===== config.mk =====
export PLATFORM = sky130hd
export DESIGN_NAME = glb_irq_ctrl_flat
export DESIGN_NICKNAME = d
export VERILOG_FILES = /design/src/rtl/glb_irq_pkg.sv /design/src/rtl/glb_irq_if.sv /design/src/rtl/glb_irq_ch.sv /design/src/rtl/glb_irq_ctrl.sv /design/src/flat_wrapper.sv
export SDC_FILE = /design/constraint.sdc
export NUM_CORES = 1
export LEC_CHECK = 0
export ABC_AREA = 0
export BUFFER_PORTS_ARGS = -buffer_cell sky130_fd_sc_hd__buf_2
export CAP_MARGIN = 20
export CORE_MARGIN = 2
export CORE_UTILIZATION = 58
export CTS_BUF_LIST = sky130_fd_sc_hd__clkbuf_16
export CTS_CLUSTER_SIZE = 10
export DETAILED_ROUTE_END_ITERATION = 6
export GPL_TIMING_DRIVEN = 0
export HOLD_SLACK_MARGIN = 0.03
export PLACE_DENSITY = 0.88
export SETUP_SLACK_MARGIN = 0.5
export SYNTH_ARGS = -nofsm -noshare
export SYNTH_HDL_FRONTEND = slang
export SYNTH_HIERARCHICAL = 1
export SYNTH_SLANG_ARGS = --single-unit

===== constraint.sdc =====
create_clock -name clk -period 2.18 [get_ports clk]
set_input_delay 0 -clock clk [delete_from_list [all_inputs] [get_ports clk]]
set_output_delay 0 -clock clk [all_outputs]
set_load 0.05 [all_outputs]

===== src/rtl/glb_irq_pkg.sv =====
// Shared definitions for the global-buffer interrupt / DMA-duration controller.
package glb_irq_pkg;

  localparam logic IRQ_MODE_LEVEL = 1'b0;
  localparam logic IRQ_MODE_PULSE = 1'b1;

  typedef enum logic {
    CH_IDLE = 1'b0,
    CH_RUN  = 1'b1
  } ch_state_e;

  // Width needed to hold the pulse length (0..cnt); never narrower than 1 bit.
  function automatic int pulse_cnt_w(input int cnt);
    return (cnt < 1) ? 1 : $clog2(cnt + 1);
  endfunction

endpackage


===== src/rtl/glb_irq_if.sv =====
// Bus between the DMA/config side (master) and the interrupt controller (slave).
interface glb_irq_if #(
  parameter int NUM_CH            = 2,
  parameter int CYCLE_COUNT_WIDTH = 16
);

  logic [NUM_CH-1:0]                   ch_start;
  logic [NUM_CH-1:0]                   ch_done;
  logic [NUM_CH-1:0]                   cfg_irq_mask;
  logic                                cfg_irq_mode;
  logic                                clr_valid;
  logic [NUM_CH-1:0]                   clr_data;
  logic                                irq;
  logic [NUM_CH-1:0]                   irq_status;
  logic [NUM_CH-1:0]                   ch_busy;
  logic [NUM_CH*CYCLE_COUNT_WIDTH-1:0] cycle_count;

  modport master (
    output ch_start, ch_done, cfg_irq_mask, cfg_irq_mode, clr_valid, clr_data,
    input  irq, irq_status, ch_busy, cycle_count
  );

  modport slave (
    input  ch_start, ch_done, cfg_irq_mask, cfg_irq_mode, clr_valid, clr_data,
    output irq, irq_status, ch_busy, cycle_count
  );

endinterface


===== src/rtl/glb_irq_ch.sv =====
// One monitored DMA channel: IDLE/RUN FSM, saturating run counter,
// duration latch and sticky write-1-to-clear status bit.
module glb_irq_ch
  import glb_irq_pkg::*;
#(
  parameter int CYCLE_COUNT_WIDTH = 16
) (
  input  logic                         clk,
  input  logic                         reset,
  input  logic                         start,
  input  logic                         done,
  input  logic                         clr,
  output logic                         busy,
  output logic                         status,
  output logic                         status_next,
  output logic                         status_rise,
  output logic [CYCLE_COUNT_WIDTH-1:0] count
);

  localparam int W = CYCLE_COUNT_WIDTH;

  ch_state_e      state;
  logic [W-1:0]   run_cnt;
  logic [W-1:0]   count_q;
  logic           status_q;
  logic           set_evt;

  function automatic logic [W-1:0] sat_inc(input logic [W-1:0] v);
    return (&v) ? v : v + W'(1);
  endfunction

  // A done only counts while a transfer is running; a set beats a same-cycle clear.
  always_comb begin
    set_evt     = (state == CH_RUN) && done;
    status_next = set_evt | (status_q & ~clr);
    status_rise = set_evt & ~status_q;
  end

  // FSM, run counter, duration latch and status register.
  always_ff @(posedge clk) begin
    if (reset) begin
      state    <= CH_IDLE;
      run_cnt  <= '0;
      count_q  <= '0;
      status_q <= 1'b0;
    end else begin
      status_q <= status_next;
      if (set_evt) count_q <= sat_inc(run_cnt);
      case (state)
        CH_IDLE: begin
          if (start) begin
            state   <= CH_RUN;
            run_cnt <= '0;
          end
        end
        CH_RUN: begin
          if (start)     run_cnt <= '0;   // restart, or back-to-back transfer after a latch
          else if (done) state   <= CH_IDLE;
          else           run_cnt <= sat_inc(run_cnt);
        end
        default: state <= CH_IDLE;
      endcase
    end
  end

  assign busy   = (state == CH_RUN);
  assign status = status_q;
  assign count  = count_q;

endmodule


===== src/rtl/glb_irq_ctrl.sv =====
// Interrupt and DMA-duration controller for the global buffer: per-channel
// monitors plus the mask/pending reduction and level/pulse irq generation.
module glb_irq_ctrl
  import glb_irq_pkg::*;
#(
  parameter int NUM_CH            = 2,
  parameter int CYCLE_COUNT_WIDTH = 16,
  parameter int INTERRUPT_CNT     = 5
) (
  input  logic      clk,
  input  logic      reset,
  glb_irq_if.slave  bus
);

  localparam int W           = CYCLE_COUNT_WIDTH;
  localparam int PULSE_CNT_W = pulse_cnt_w(INTERRUPT_CNT);

  logic [NUM_CH-1:0]   busy_vec;
  logic [NUM_CH-1:0]   status_vec;
  logic [NUM_CH-1:0]   status_next_vec;
  logic [NUM_CH-1:0]   rise_vec;
  logic [NUM_CH*W-1:0] count_vec;

  logic                   pending;
  logic                   new_evt;
  logic                   mode_q;
  logic [PULSE_CNT_W-1:0] pulse_cnt;
  logic [PULSE_CNT_W-1:0] pulse_nxt;
  logic                   irq_q;

  for (genvar i = 0; i < NUM_CH; i++) begin : g_ch
    glb_irq_ch #(
      .CYCLE_COUNT_WIDTH(W)
    ) u_ch (
      .clk         (clk),
      .reset       (reset),
      .start       (bus.ch_start[i]),
      .done        (bus.ch_done[i]),
      .clr         (bus.clr_valid & bus.clr_data[i]),
      .busy        (busy_vec[i]),
      .status      (status_vec[i]),
      .status_next (status_next_vec[i]),
      .status_rise (rise_vec[i]),
      .count       (count_vec[i*W +: W])
    );
  end

  // Pending level and new-event detection, both gated by the mask;
  // a mode switch flushes any pulse in flight.
  always_comb begin
    pending   = |(status_next_vec & ~bus.cfg_irq_mask);
    new_evt   = |(rise_vec & ~bus.cfg_irq_mask);
    pulse_nxt = pulse_cnt;
    if (bus.cfg_irq_mode != mode_q)  pulse_nxt = '0;
    else if (new_evt)                pulse_nxt = PULSE_CNT_W'(INTERRUPT_CNT);
    else if (pulse_cnt != '0)        pulse_nxt = pulse_cnt - PULSE_CNT_W'(1);
  end

  // Registered irq in the selected mode, plus pulse counter state.
  always_ff @(posedge clk) begin
    if (reset) begin
      mode_q    <= IRQ_MODE_LEVEL;
      pulse_cnt <= '0;
      irq_q     <= 1'b0;
    end else begin
      mode_q    <= bus.cfg_irq_mode;
      pulse_cnt <= pulse_nxt;
      irq_q     <= (bus.cfg_irq_mode == IRQ_MODE_PULSE) ? (pulse_nxt != '0) : pending;
    end
  end

  assign bus.irq         = irq_q;
  assign bus.irq_status  = status_vec;
  assign bus.ch_busy     = busy_vec;
  assign bus.cycle_count = count_vec;

endmodule


===== src/flat_wrapper.sv =====
// flat-port wrapper written by rule: the top's interface ports become plain ports
module glb_irq_ctrl_flat import glb_irq_pkg::*;
#(
  parameter int NUM_CH            = 2,
  parameter int CYCLE_COUNT_WIDTH = 16,
  parameter int INTERRUPT_CNT     = 5
)
  (clk, reset, bus_ch_start, bus_ch_done, bus_cfg_irq_mask, bus_cfg_irq_mode, bus_clr_valid, bus_clr_data, bus_irq, bus_irq_status, bus_ch_busy, bus_cycle_count);
  glb_irq_if #(.NUM_CH(NUM_CH), .CYCLE_COUNT_WIDTH(CYCLE_COUNT_WIDTH)) bus_i ();
  input  logic clk;
  input  logic reset;
  input wire logic [$bits(bus_i.ch_start)-1:0] bus_ch_start;
  input wire logic [$bits(bus_i.ch_done)-1:0] bus_ch_done;
  input wire logic [$bits(bus_i.cfg_irq_mask)-1:0] bus_cfg_irq_mask;
  input wire logic [$bits(bus_i.cfg_irq_mode)-1:0] bus_cfg_irq_mode;
  input wire logic [$bits(bus_i.clr_valid)-1:0] bus_clr_valid;
  input wire logic [$bits(bus_i.clr_data)-1:0] bus_clr_data;
  output wire logic [$bits(bus_i.irq)-1:0] bus_irq;
  output wire logic [$bits(bus_i.irq_status)-1:0] bus_irq_status;
  output wire logic [$bits(bus_i.ch_busy)-1:0] bus_ch_busy;
  output wire logic [$bits(bus_i.cycle_count)-1:0] bus_cycle_count;
  assign bus_i.ch_start = bus_ch_start;
  assign bus_i.ch_done = bus_ch_done;
  assign bus_i.cfg_irq_mask = bus_cfg_irq_mask;
  assign bus_i.cfg_irq_mode = bus_cfg_irq_mode;
  assign bus_i.clr_valid = bus_clr_valid;
  assign bus_i.clr_data = bus_clr_data;
  assign bus_irq = bus_i.irq;
  assign bus_irq_status = bus_i.irq_status;
  assign bus_ch_busy = bus_i.ch_busy;
  assign bus_cycle_count = bus_i.cycle_count;
  glb_irq_ctrl #(.NUM_CH(NUM_CH), .CYCLE_COUNT_WIDTH(CYCLE_COUNT_WIDTH), .INTERRUPT_CNT(INTERRUPT_CNT)) u_core (.clk(clk), .reset(reset), .bus(bus_i));
endmodule

==> impl.org, run 1 <==
** Power
- The worst-case IR drop observed on VDD is 0.459 mV.
- Static Leak :: 0.00227 uW
- Power density over the cells :: 618 nW/um^2
- Overall power consumption after layout is estimated at 3500 uW.

** Yosys
- During synthesis, Yosys emitted a total of 6 warnings.
- The share of the Yosys chip area taken by registers is 37.6%.
- Counting every net in the synthesized netlist gives 476.
- Synthesis inferred 73 register bits.
- Distinct cell type count of the synthesized netlist :: 53
- In this run the cell area of the synthesized design comes to 3880 sq um.
- Ranked by total cell area, the synthesized netlist is headed by sky130_fd_sc_hd__dfxtp_1, sky130_fd_sc_hd__nor2_1, sky130_fd_sc_hd__a21oi_1, sky130_fd_sc_hd__a311oi_1, sky130_fd_sc_hd__o21ai_0.
- Share of the synthesized area in the top cell type :: 37.6%
- The commonest cells after synthesis are sky130_fd_sc_hd__dfxtp_1, sky130_fd_sc_hd__nor2_1, sky130_fd_sc_hd__a21oi_1, sky130_fd_sc_hd__o21ai_0, sky130_fd_sc_hd__nand2_1.
- EDFF count, synth :: 0
- Proportion of synthesized flip-flops having asynchronous set or reset :: 0%
- sky130_fd_sc_hd__dfxtp_1 is the most common cell in the netlist.
- Ys flop type :: sky130_fd_sc_hd__dfxtp_1
- The largest total area in the synthesized netlist belongs to sky130_fd_sc_hd__dfxtp_1.
- Post-Syn Instances :: 459
- A synthesized cell averages 8.46 sq um.

** Timing
- Sum of negative setup slack :: 0 ns
- Final Slew Violations :: 0
- Actual transition at the worst max-transition pin :: 0.715 ns
- Clock tree skew after final layout :: 0.0122 ns
- Final Hold Fails :: 0
- Setup repair after global routing could not meet its margin everywhere.
- Period minus WS final :: 1.92 ns
- Maximum clock frequency :: 521 MHz
- In the finished design, the share of the clock period the worst path needs comes to 88.1%.
- Setup violations remaining at the end of the flow were counted as 0.
- Post-route worst setup slack :: 0.260 ns
- In this run the tightest slew margin relative to its limit is 52.3%.

** Setup path
- Worst R2R Setup Slack :: 0.26 ns
- Critical path launch point type :: flop
- Critical path's slowest cell :: sky130_fd_sc_hd__or4_1
- The critical path goes through nand4_1, buf_4, buf_4, nor3_1, or4_1, a21oi_1.
- Grouping stages by cell kind, the critical path spends the most delay in simple AND/OR/NAND/NOR gates.
- The largest single stage delay on the critical path is 0.56 ns.
- Peak fanout along the critical path :: 10
- Sort of element at the end of the critical path :: flop
- Critical path buffers and inverters :: 2
- Kind of critical path :: flop to flop
- For the worst setup path, the data required time is 2.42 ns.
- Arr. time, crit path :: 2.16 ns
- Most prevalent standard cell on the critical path :: sky130_fd_sc_hd__buf_4

** Global route
- Grt ovf :: 0
- Total routing resource utilization after global routing :: 38.1%
- Entering global routing, the biggest net connects 13 pins.
- Antenna violations before repair :: 0
- First-pass GRT wire length :: 22.0 mm
- The number of global-route vias before repair was 4427.

** Floorplanning
- The floorplan has 29 rows.
- Area of the placeable core :: 6420 sq um
- 49 I/O pins were placed.
- The floorplan step set the die height to 85.8 um.
- Starting density of the core :: 60.5%
- Measured along the x axis, the die boundary spans 85.8 um.
- Die area :: 7370 sq um

** Clock network
- The cell sitting at the root of the clock tree is a sky130_fd_sc_hd__clkbuf_16.
- The tree built by TritonCTS fans out to 73 sinks.
- Clock-pin slew on the worst setup and hold paths :: 0.06 ns
- The later pin in the worst-skew pair is clocked with a latency of 0.34 ns.
- H-tree depth reported by CTS :: 3
- Clock buffer count from CTS :: 9
- TritonCTS built the clock tree.
- Max clock buf depth :: 2

** Min path
- The min-delay analysis places its worst path in the category input pin to flop.

** Route
- DRT Pass-1 Iters :: 7
- Remaining DRCs :: 3
- Total via count after detailed routing :: 5027
- Routed wire length :: 17.0 mm
- Average wire per standard cell :: 25.2 um
- Dividing the detail-routed via count by the number of cells gives 7.46.
- Once detail routing completed, the nets flagged for antenna violations numbered 0.
- First-iteration detailed-routing DRC count :: 711

** Placed design
- HPWL after detailed placement :: 7.26 mm
- Timing analysis after detailed placement gives a worst setup slack of 0.116 ns.
- The congestion estimate from routability-driven global placement came to 0.923.
- Buffers added on ports :: 48
- After detailed placement, the design holds a cell count of 584.

** Finish
- The post-route netlist has 41.5% of its cells at a drive strength greater than 1.
- Final net count :: 609
- Fill count :: 283
- Final core utilization :: 88.1%
- The number of antenna diodes in the final layout is 0.
- Relative area change from synthesis to final layout :: 45.6%
- Non-Filler Instances :: 674

** Outcome
- Violations in the final reports :: design-rule violations
- The run finished, with violations left.

** Run
- Max-cap check violation count :: 0
==> power by group <==
part           total [uW]  internal (uW)  switching (uW)
sequential           1390           1360            26.7
combinational         391            119             271
clock                1720           1110             610
total                3500           2590             909
==> worst paths after layout <==
path	endpoint	cells past startpoint	startpoint
worst max-delay path	u_core/g_ch[1].u_ch/run_cnt[6]$_SDFFE_PP0P_	6	u_core/g_ch[1].u_ch/run_cnt[6]$_SDFFE_PP0P_
worst min-delay path	u_core/pulse_cnt[1]$_SDFF_PP0_	3	bus_cfg_irq_mask[1]
worst max register to register	u_core/g_ch[1].u_ch/run_cnt[6]$_SDFFE_PP0P_	6	u_core/g_ch[1].u_ch/run_cnt[6]$_SDFFE_PP0P_
worst min register to register	u_core/g_ch[1].u_ch/count[6]$_SDFFE_PP0P_	2	u_core/g_ch[1].u_ch/count[6]$_SDFFE_PP0P_
==> layout make-up <==
cell class	instances	area, sq um	share of cell area (%)
Tap cell	77	96.3	1.70
Multi-Input combinational cell	336	2580	45.6
Clock buffer	9	225	3.98
Sequential cell	73	1510	26.7
Buffer	34	235	4.16
Inverter	16	60.1	1.06
Clock inverter	7	110	1.95
Timing Repair Buffer	122	836	14.8
==> routing by layer <==
metal  track usage [%]  vias up  routed length, um
li1                  -     1975                  -
met1              41.0     2280               5340
met2              69.2      559               7900
met3              7.70      213               2170
met4              21.5        0               1600
met5                 0        -                  0
==> stage by stage <==
stage	cell area [sq um]	hold slack (ns)
floorplan	3940	0.0716
global placement	4270	0.223
detailed placement	4270	0.225
CTS	5200	0.0728
global route	5660	0.0896
finish	5660	0.0908
==> registers in the layout, indices dropped and copies added (netlist names) <==
| register | cells |
|---|---|
| u_core/bus.irq | 1 |
| u_core/g_ch.u_ch/run_cnt | 32 |
| u_core/pulse_cnt | 3 |
| u_core/g_ch.u_ch/count | 32 |
| u_core/g_ch.u_ch/status | 2 |
| u_core/g_ch.u_ch/busy | 2 |
| u_core/mode_q | 1 |
==> placed cells by master (no fill, tap or decap), types with 9 or more instances in the layout <==
cell type                    n
sky130_fd_sc_hd__nor2_1     47
sky130_fd_sc_hd__nor4_4     10
sky130_fd_sc_hd__o21ai_0    18
sky130_fd_sc_hd__nand4_1    10
sky130_fd_sc_hd__buf_6      12
sky130_fd_sc_hd__nor2b_1     9
sky130_fd_sc_hd__buf_4      68
sky130_fd_sc_hd__dfxtp_2    17
sky130_fd_sc_hd__a311oi_1   17
sky130_fd_sc_hd__or3_1      10
sky130_fd_sc_hd__inv_1      15
sky130_fd_sc_hd__nand2_1    23
sky130_fd_sc_hd__a21oi_1    27
sky130_fd_sc_hd__clkbuf_16   9
sky130_fd_sc_hd__nand3_1    12
sky130_fd_sc_hd__buf_2      49
sky130_fd_sc_hd__nor3_1     12
sky130_fd_sc_hd__dfxtp_1    48
sky130_fd_sc_hd__clkbuf_1   10
==> worst min-delay path: stages <==
cell and delay (ns):
sky130_fd_sc_hd__buf_2 0.11, sky130_fd_sc_hd__o22ai_1 0.10, sky130_fd_sc_hd__nor3_1 0.17
==> cells by family (layout without fill, tap and decap cells) <==
logic type | count (synthesis) | after routing | synth area share, %
simple gates | 194 | 194 | 30.0
compound gates | 121 | 121 | 21.6
flops | 73 | 73 | 37.6
buf+inv | 50 | 188 | 5.22
xor+xnor | 11 | 11 | 2.48
fa+ha+maj | 5 | 5 | 1.61
mux | 5 | 5 | 1.42
==> what timing repair did <==
action | in CTS | in global routing
gates resized for setup | 62 | 82
cloned | 2 | 0
endpoints found under the hold margin | 4 | 0
setup endpoints to repair | 63 | 62
pin swaps | 24 | 49
buffers inserted | 42 | 25
hold buffers | 5 | 0
(Power assumes the default switching activity.)
==> inputs of run 2 (changes only) <==
--- a/config.mk
+++ b/config.mk
@@ -13,7 +13,6 @@
 export CTS_BUF_LIST = sky130_fd_sc_hd__clkbuf_16
 export CTS_CLUSTER_SIZE = 10
 export DETAILED_ROUTE_END_ITERATION = 6
-export GPL_TIMING_DRIVEN = 0
 export HOLD_SLACK_MARGIN = 0.03
 export PLACE_DENSITY = 0.88
 export SETUP_SLACK_MARGIN = 0.5
==> run 2 against run 1 <==
Against the previous run: the flow still finishes with violations (design-rule violations); power rose by 2.6%; register-to-register slack got worse by 0.02 ns; non-clock buffer count fell by 35; combinational power barely moved; critical endpoint is now u_core/g_ch[0].u_ch/run_cnt[3]$_SDFFE_PP0P_; largest cell class unchanged; highest routed layer unchanged.
==> impl.org, run 2 (synthesis results as in run 1) <==
** Setup path
- For the worst setup path, the data required time is 2.42 ns.
- The worst setup path is of the flop to flop kind.
- The worst setup path is launched from a flop.
- Peak fanout along the critical path :: 6
- Arr. time, crit path :: 2.18 ns
- Sort of element at the end of the critical path :: flop
- Setup crit start :: u_core/g_ch[0].u_ch/run_cnt[0]$_SDFFE_PP0P_
- In this run the critical register-to-register path is launched from u_core/g_ch[0].u_ch/run_cnt[0]$_SDFFE_PP0P_.

** Min path
- Worst min-delay path class :: input pin to flop
- Hold Startpoint :: bus_cfg_irq_mask[1]

** Power
- Combinational logic is responsible for 10.8% of the overall power.
- Sequential cells burn 38.3% of the power.
- Static Leak :: 0.00211 uW
- Internal power comes to 2700 uW.
- Power density over the cells :: 659 nW/um^2
- In this run switching power makes up 24.8% of total power.
- Net load switching power :: 890 uW
- Clock share of power :: 50.8%
- Across the VDD grid, the largest voltage drop is 0.640 mV.

** Finish
- The finished layout holds 638 standard cells, fillers aside.
- 0 antenna diodes ended up in the layout.
- Of the cells placed in the final design, the portion with a size suffix greater than 1 is 41.5%.
- Compared with the post-synthesis result, the final layout area differs by 40.1%.
- Most frequent cells in the layout :: sky130_fd_sc_hd__buf_4, sky130_fd_sc_hd__buf_2, sky130_fd_sc_hd__nor2_1
- The net count of the finished layout is 574.
- Design area :: 5440 sq um
- Final core utilization :: 84.8%
- Most frequent standard cell in the layout excluding fill and tap cells :: sky130_fd_sc_hd__buf_4

** Route
- Routed wire length :: 15.8 mm
- Average wire per standard cell :: 24.8 um
- First-iteration detailed-routing DRC count :: 616
- In this run the remaining antenna-violating nets after routing total 0.
- Total via count after detailed routing :: 4623
- After detailed routing, the number of vias per cell comes to 7.25.
- DRT Pass-1 Iters :: 7
- For this run, design rule violations remaining after detail routing come to 15.

** Timing
- Derived from the worst setup path, the maximum achievable clock frequency is 516 MHz.
- Actual transition at the worst max-transition pin :: 0.630 ns
- Final Slew Violations :: 0
- Period minus WS final :: 1.94 ns
- The worst path uses 88.9% of the clock period.
- Final-report setup violation count :: 0
- Setup repair after global routing could not meet its margin everywhere.
- Final Hold Fails :: 0
- In this run the tightest slew margin relative to its limit is 57.6%.
- Sum of negative setup slack :: 0 ns
- Setup slack closes at 0.242 ns.
- The clock arrives with 0.00854 ns of skew.

** Clock network
- For this design, the sink count on the clock tree is 73.
- Clock latency on the worst-skew pair, taken at its later pin, is 0.34 ns.
- Clock buffer count from CTS :: 9
- H-tree depth reported by CTS :: 3
- Clock-pin slew on the worst setup and hold paths :: 0.06 ns
- Root buffer selected by CTS :: sky130_fd_sc_hd__clkbuf_16
- CTS tree :: built
- Counting along the longest clock path gives a buffer depth of 2.

** Global route
- First-pass GRT wire length :: 20.5 mm
- Antenna violations before repair :: 0
- The number of global-route vias before repair was 4073.
- Grt ovf :: 0
- Entering global routing, the biggest net connects 23 pins.
- In the global route stage, overall resource usage came out at 35.7%.

** Floorplanning
- Vertical extent of the die :: 85.8 um
- Area of the placeable core :: 6420 sq um
- Horizontal die dimension :: 85.8 um
- The floorplan has 29 rows.
- Die area :: 7370 sq um
- Starting density of the core :: 60.5%
- Pin placement for this block handled 49 I/O pins.

** Placed design
- Buffers added on ports :: 48
- HPWL after detailed placement :: 6.75 mm
- Worst slack at placement :: 0.176 ns
- Area post-placement :: 4230 sq um
- Routability cong. :: 0.957
- Post-placement cell count :: 566

** Outcome
- The final reports fail on design-rule violations.
- Status :: complete, but fails checks

** Run
- The tool flagged a number of max-cap violations equal to 0.
run 2: cell types whose count changed in the layout (fill, tap and decap cells not counted), sizes merged:
| cell | change |
|---|---|
| buf | -16 |
| bufinv | +1 |
| clkinv | -1 |
| dlygate4sd3 | -2 |
| clkinvlp | -1 |
| clkbuf | -17 |
run 2: final cells by class:
| type | count | area [sq um] |
|---|---|---|
| Inverter | 16 | 60.1 |
| Timing Repair Buffer | 121 | 860 |
| Clock inverter | 6 | 133 |
| Clock buffer | 9 | 225 |
| Tap cell | 77 | 96.3 |
| Multi-Input combinational cell | 336 | 2530 |
| Fill cell | 305 | 978 |
| Sequential cell | 73 | 1540 |
run 2: through the flow:
step | total power, uW | hold WS (ns)
detailed placement | 1740 | 0.228
floorplan | 1660 | 0.0716
finish | 3590 | 0.0935
CTS | 3510 | 0.0524
global route | 3670 | 0.0912
global placement | 1730 | 0.219
run 2: repair_timing:
action	in CTS	in global routing
setup endpoints to repair	59	56
setup buffers	30	21
hold endpoints to repair	4	0
pin swaps	14	35
cloned	2	1
resized for setup	58	63
hold buffers	3	0
run 2: worst paths after layout:
path,cells after the start,slack [ns],endpoint
setup / recovery,7,0.24,u_core/g_ch[0].u_ch/run_cnt[3]$_SDFFE_PP0P_
hold / removal,3,0.09,u_core/pulse_cnt[0]$_SDFF_PP0_
hold reg to reg,2,0.46,u_core/g_ch[1].u_ch/count[6]$_SDFFE_PP0P_
setup reg to reg,7,0.24,u_core/g_ch[0].u_ch/run_cnt[3]$_SDFFE_PP0P_
run 2: metal layers:
layer	vias up	track usage (%)	share of wire, %
met5	-	0	0
met4	0	21.5	8.2
met3	173	9.82	11
met2	455	60.0	47
met1	2096	40.4	34
li1	1899	-	-
run 2: worst max-delay path, cell delays in order, from the launching register on:
cell and delay (ns):
sky130_fd_sc_hd__dfxtp_4 0.40, sky130_fd_sc_hd__ha_4 0.17, sky130_fd_sc_hd__nand4_1 0.15, sky130_fd_sc_hd__buf_6 0.19
sky130_fd_sc_hd__o41ai_4 0.31, sky130_fd_sc_hd__buf_4 0.23, sky130_fd_sc_hd__o21ai_0 0.16, sky130_fd_sc_hd__a21oi_1 0.23
run 2: power groups by stage:
stage / registers (uW) / clock network (uW) / logic, uW
6_report: 1370 / 1820 / 389
4_1_cts: 1370 / 1800 / 339
3_3_place_gp: 1420 / 0 / 313
3_5_place_dp: 1420 / 0 / 320
2_1_floorplan: 1520 / 0 / 140
5_1_grt: 1380 / 1890 / 399
==> inputs of run 3 (changes only) <==
==> constraint.sdc (replaced) <==
create_clock -name clk -period 2.1 [get_ports clk]
set_input_delay 0 -clock clk [delete_from_list [all_inputs] [get_ports clk]]
set_output_delay 0 -clock clk [all_outputs]
set_load 0.05 [all_outputs]
==> run 3 against run 2 <==
Against the previous run: the run ends with design-rule violations, negative setup slack left; combinational power is 6.9% higher; first-iteration DRC count increased by 70%; register-to-register slack worse by 0.28 ns; sequential power rose by 4%; cell count is 6.1% higher; global-route usage is 1.3 points higher; design area rose by 9.6%; clock power decreased by 7%; die area did not move; maximum frequency shrank 9.2%; critical endpoint is now u_core/g_ch[1].u_ch/run_cnt[1]$_SDFFE_PP0P_.
==> impl.org, run 3 (synthesis results as in run 1) <==
** Floorplanning
- The die covers 7370 sq um.
- Cell Rows :: 29
- Starting density of the core :: 60.5%
- Vertical extent of the die :: 85.8 um
- Top-level port count :: 49
- Area of the placeable core :: 6420 sq um
- The floorplan step set the die width to 85.8 um.

** Route
- In this run the remaining antenna-violating nets after routing total 0.
- Average wire per standard cell :: 27.8 um
- Before antenna repair, the detailed router went through 7 iterations.
- After the first detailed-routing iteration, the DRC count stood at 1047.
- Remaining DRCs :: 9
- Total via count after detailed routing :: 5230
- Using the TritonRoute via totals, the vias-per-cell ratio works out to 7.73.
- After detailed routing, the total wire length is 18.8 mm.

** Setup path
- Required time worst endpoint :: 2.30 ns
- STA classifies the critical path endpoint as a flop.
- The setup path with the least slack is of type flop to flop.
- Worst R2R Setup Slack :: -0.03 ns
- For the worst flop-to-flop path, the logic depth is 6.
- The endpoint identified for the worst register-to-register timing path is u_core/g_ch[1].u_ch/run_cnt[1]$_SDFFE_PP0P_.
- Critical path launch point type :: flop
- Worst r2r src :: u_core/g_ch[1].u_ch/run_cnt[1]$_SDFFE_PP0P_
- Peak fanout along the critical path :: 5
- Arr. time, crit path :: 2.33 ns

** Timing
- The routed design could run at a clock period as short as 2.13 ns.
- Tcrit/Tclk final :: 102%
- Final-report setup violation count :: 6
- Remaining max-slew budget at the tightest pin :: 65.2%
- Once routing completed, OpenROAD measured the worst setup slack at -0.0337 ns.
- The final number of hold-violating endpoints came to 0.
- Clock tree skew after final layout :: 0.00647 ns
- Maximum clock frequency :: 469 MHz
- Smallest hold slack :: 0.0679 ns
- At the pin with the least slew margin, the transition time is 0.522 ns.
- RSZ-0062 raised after global routing :: true
- Final Slew Violations :: 0

** Clock network
- Number of sinks driven by the clock tree :: 73
- TritonCTS built the clock tree.
- The H-tree was split into 3 levels.
- Clock insertion delay at the later pin of the skew report :: 0.34 ns
- The longest clock path from root to sink contains 2 buffers.
- Clock buffer count from CTS :: 9
- Root buffer selected by CTS :: sky130_fd_sc_hd__clkbuf_16
- After clock tree synthesis, the clock-pin slew on the worst setup and hold paths is 0.06 ns.

** Global route
- The number of global-route vias before repair is 4211.
- Antenna violations before repair :: 0
- Across every metal layer, demand over resource in global routing totals 37.0%.
- The first global-routing pass estimated 21.4 mm of wire.
- Entering global routing, the biggest net connects 23 pins.
- Summed over all layers, the global routing overflow is 0.

** Power
- The analysis attributes to cell leakage a power of 0.00240 uW.
- In this run the power density over the cells is 591 nW/um^2.
- Maximum resistive drop on vdd :: 0.568 mV

** Placed design
- In this run the cell area measured after placement is 4320 sq um.
- The count of buffers added on input and output ports is 48.
- Once placement completed, the tool counted placed cells totaling 571.
- HPWL after detailed placement :: 6.81 mm
- At the end of routability-driven placement, the weighted congestion stood at 0.894.

** Outcome
- Status :: complete, but fails checks
- The final reports fail on design-rule violations, negative setup slack.

** Run
- Max-cap violations in this run came to 0.

** Finish
- Final core utilization :: 92.9%
- Compared with the post-synthesis result, the final layout area differs by 53.5%.
- Most frequent cells in the layout :: sky130_fd_sc_hd__buf_4, sky130_fd_sc_hd__buf_2, sky130_fd_sc_hd__nor2_1
- The finished layout holds 677 standard cells, fillers aside.
- After routing the design area is 5960 sq um.
- Number of diodes added for antenna fixing :: 0
- Fill count :: 204
- The post-route netlist has 49.2% of its cells at a drive strength greater than 1.
- The net count of the finished layout is 612.
- The library cell used most frequently in the layout, excluding fill and tap cells, is sky130_fd_sc_hd__buf_4.

** Min path
- Worst min-delay path class :: input pin to flop
- Hold endpoint :: u_core/mode_q$_SDFF_PP0_
- Counting instances, the worst hold path has a depth of 2.
- The startpoint identified for the worst hold timing path is reset.
run 3: cell count changes in the layout (fill, tap and decap cells not counted), moves of 3 or more:
cell	before	now
sky130_fd_sc_hd__a311oi_1	15	11
sky130_fd_sc_hd__a311oi_2	5	9
sky130_fd_sc_hd__buf_4	59	83
sky130_fd_sc_hd__buf_6	9	20
sky130_fd_sc_hd__bufinv_16	4	1
sky130_fd_sc_hd__dfxtp_2	15	8
sky130_fd_sc_hd__dfxtp_4	17	24
sky130_fd_sc_hd__nor2_1	48	45
sky130_fd_sc_hd__nor3_1	10	6
sky130_fd_sc_hd__nor4_4	7	10
sky130_fd_sc_hd__o21ai_0	17	11
sky130_fd_sc_hd__o21ai_1	6	9
run 3: how the worst max path moves through the flow:
stage | endpoint | start | slack (ns)
floorplan | u_core/g_ch[0].u_ch/count[11]$_SDFFE_PP0P_ | u_core/g_ch[0].u_ch/run_cnt[0]$_SDFFE_PP0P_ | 0.44
global placement | u_core/g_ch[0].u_ch/run_cnt[14]$_SDFFE_PP0P_ | u_core/g_ch[0].u_ch/run_cnt[0]$_SDFFE_PP0P_ | 0.15
detailed placement | u_core/g_ch[0].u_ch/run_cnt[14]$_SDFFE_PP0P_ | u_core/g_ch[0].u_ch/run_cnt[0]$_SDFFE_PP0P_ | 0.08
CTS | u_core/g_ch[1].u_ch/count[11]$_SDFFE_PP0P_ | u_core/g_ch[1].u_ch/run_cnt[0]$_SDFFE_PP0P_ | 0.37
global route | u_core/g_ch[1].u_ch/run_cnt[5]$_SDFFE_PP0P_ | u_core/g_ch[1].u_ch/run_cnt[1]$_SDFFE_PP0P_ | -0.01
finish | u_core/g_ch[1].u_ch/run_cnt[1]$_SDFFE_PP0P_ | u_core/g_ch[1].u_ch/run_cnt[1]$_SDFFE_PP0P_ | -0.03
run 3: worst max-delay path: stages, from the launching register on:
cell	delay, ns
sky130_fd_sc_hd__dfxtp_4	0.40
sky130_fd_sc_hd__ha_4	0.16
sky130_fd_sc_hd__nand4_1	0.30
sky130_fd_sc_hd__o41ai_2	0.56
sky130_fd_sc_hd__buf_4	0.25
sky130_fd_sc_hd__mux2i_1	0.24
sky130_fd_sc_hd__nor2_1	0.09
run 3: layout make-up:
| class | count | area [sq um] | area share (%) |
|---|---|---|---|
| Clock buffer | 11 | 275 | 4.62 |
| Inverter | 16 | 60.1 | 1.01 |
| Sequential cell | 73 | 1560 | 26.2 |
| Multi-Input combinational cell | 336 | 2710 | 45.5 |
| Timing Repair Buffer | 159 | 1210 | 20.3 |
| Tap cell | 77 | 96.3 | 1.62 |
| Clock inverter | 5 | 50.0 | 0.839 |
run 3: what timing repair did:
action / CTS / global route
gates cloned: 1 / 0
endpoints found under the hold margin: 4 / 0
pin swaps: 44 / 68
setup buffers: 44 / 42
hold buffers: 3 / 0
gates resized for setup: 61 / 110
endpoints found under the setup margin: 60 / 62
run 3: metal layers:
layer | global-route usage [%] | part of all wire [%]
met1 | 41.0 | 31
met3 | 6.64 | 12
met5 | 0 | 0
met4 | 21.4 | 13
met2 | 66.2 | 44
run 3: metrics by stage:
| stage | setup TNS [ns] | power (uW) | setup WS (ns) |
|---|---|---|---|
| 2_1_floorplan | 0 | 1720 | 0.438 |
| 3_3_place_gp | 0 | 1800 | 0.154 |
| 3_5_place_dp | 0 | 1810 | 0.0786 |
| 4_1_cts | 0 | 3420 | 0.371 |
| 5_1_grt | -0.0127 | 3620 | -0.0105 |
| 6_report | -0.104 | 3520 | -0.0337 |
run 3: where the power goes:
part           internal, uW  switching (uW)
Sequential             1390            26.1
Clock                  1060             634
Combinational           127             288
Total                  2570             948
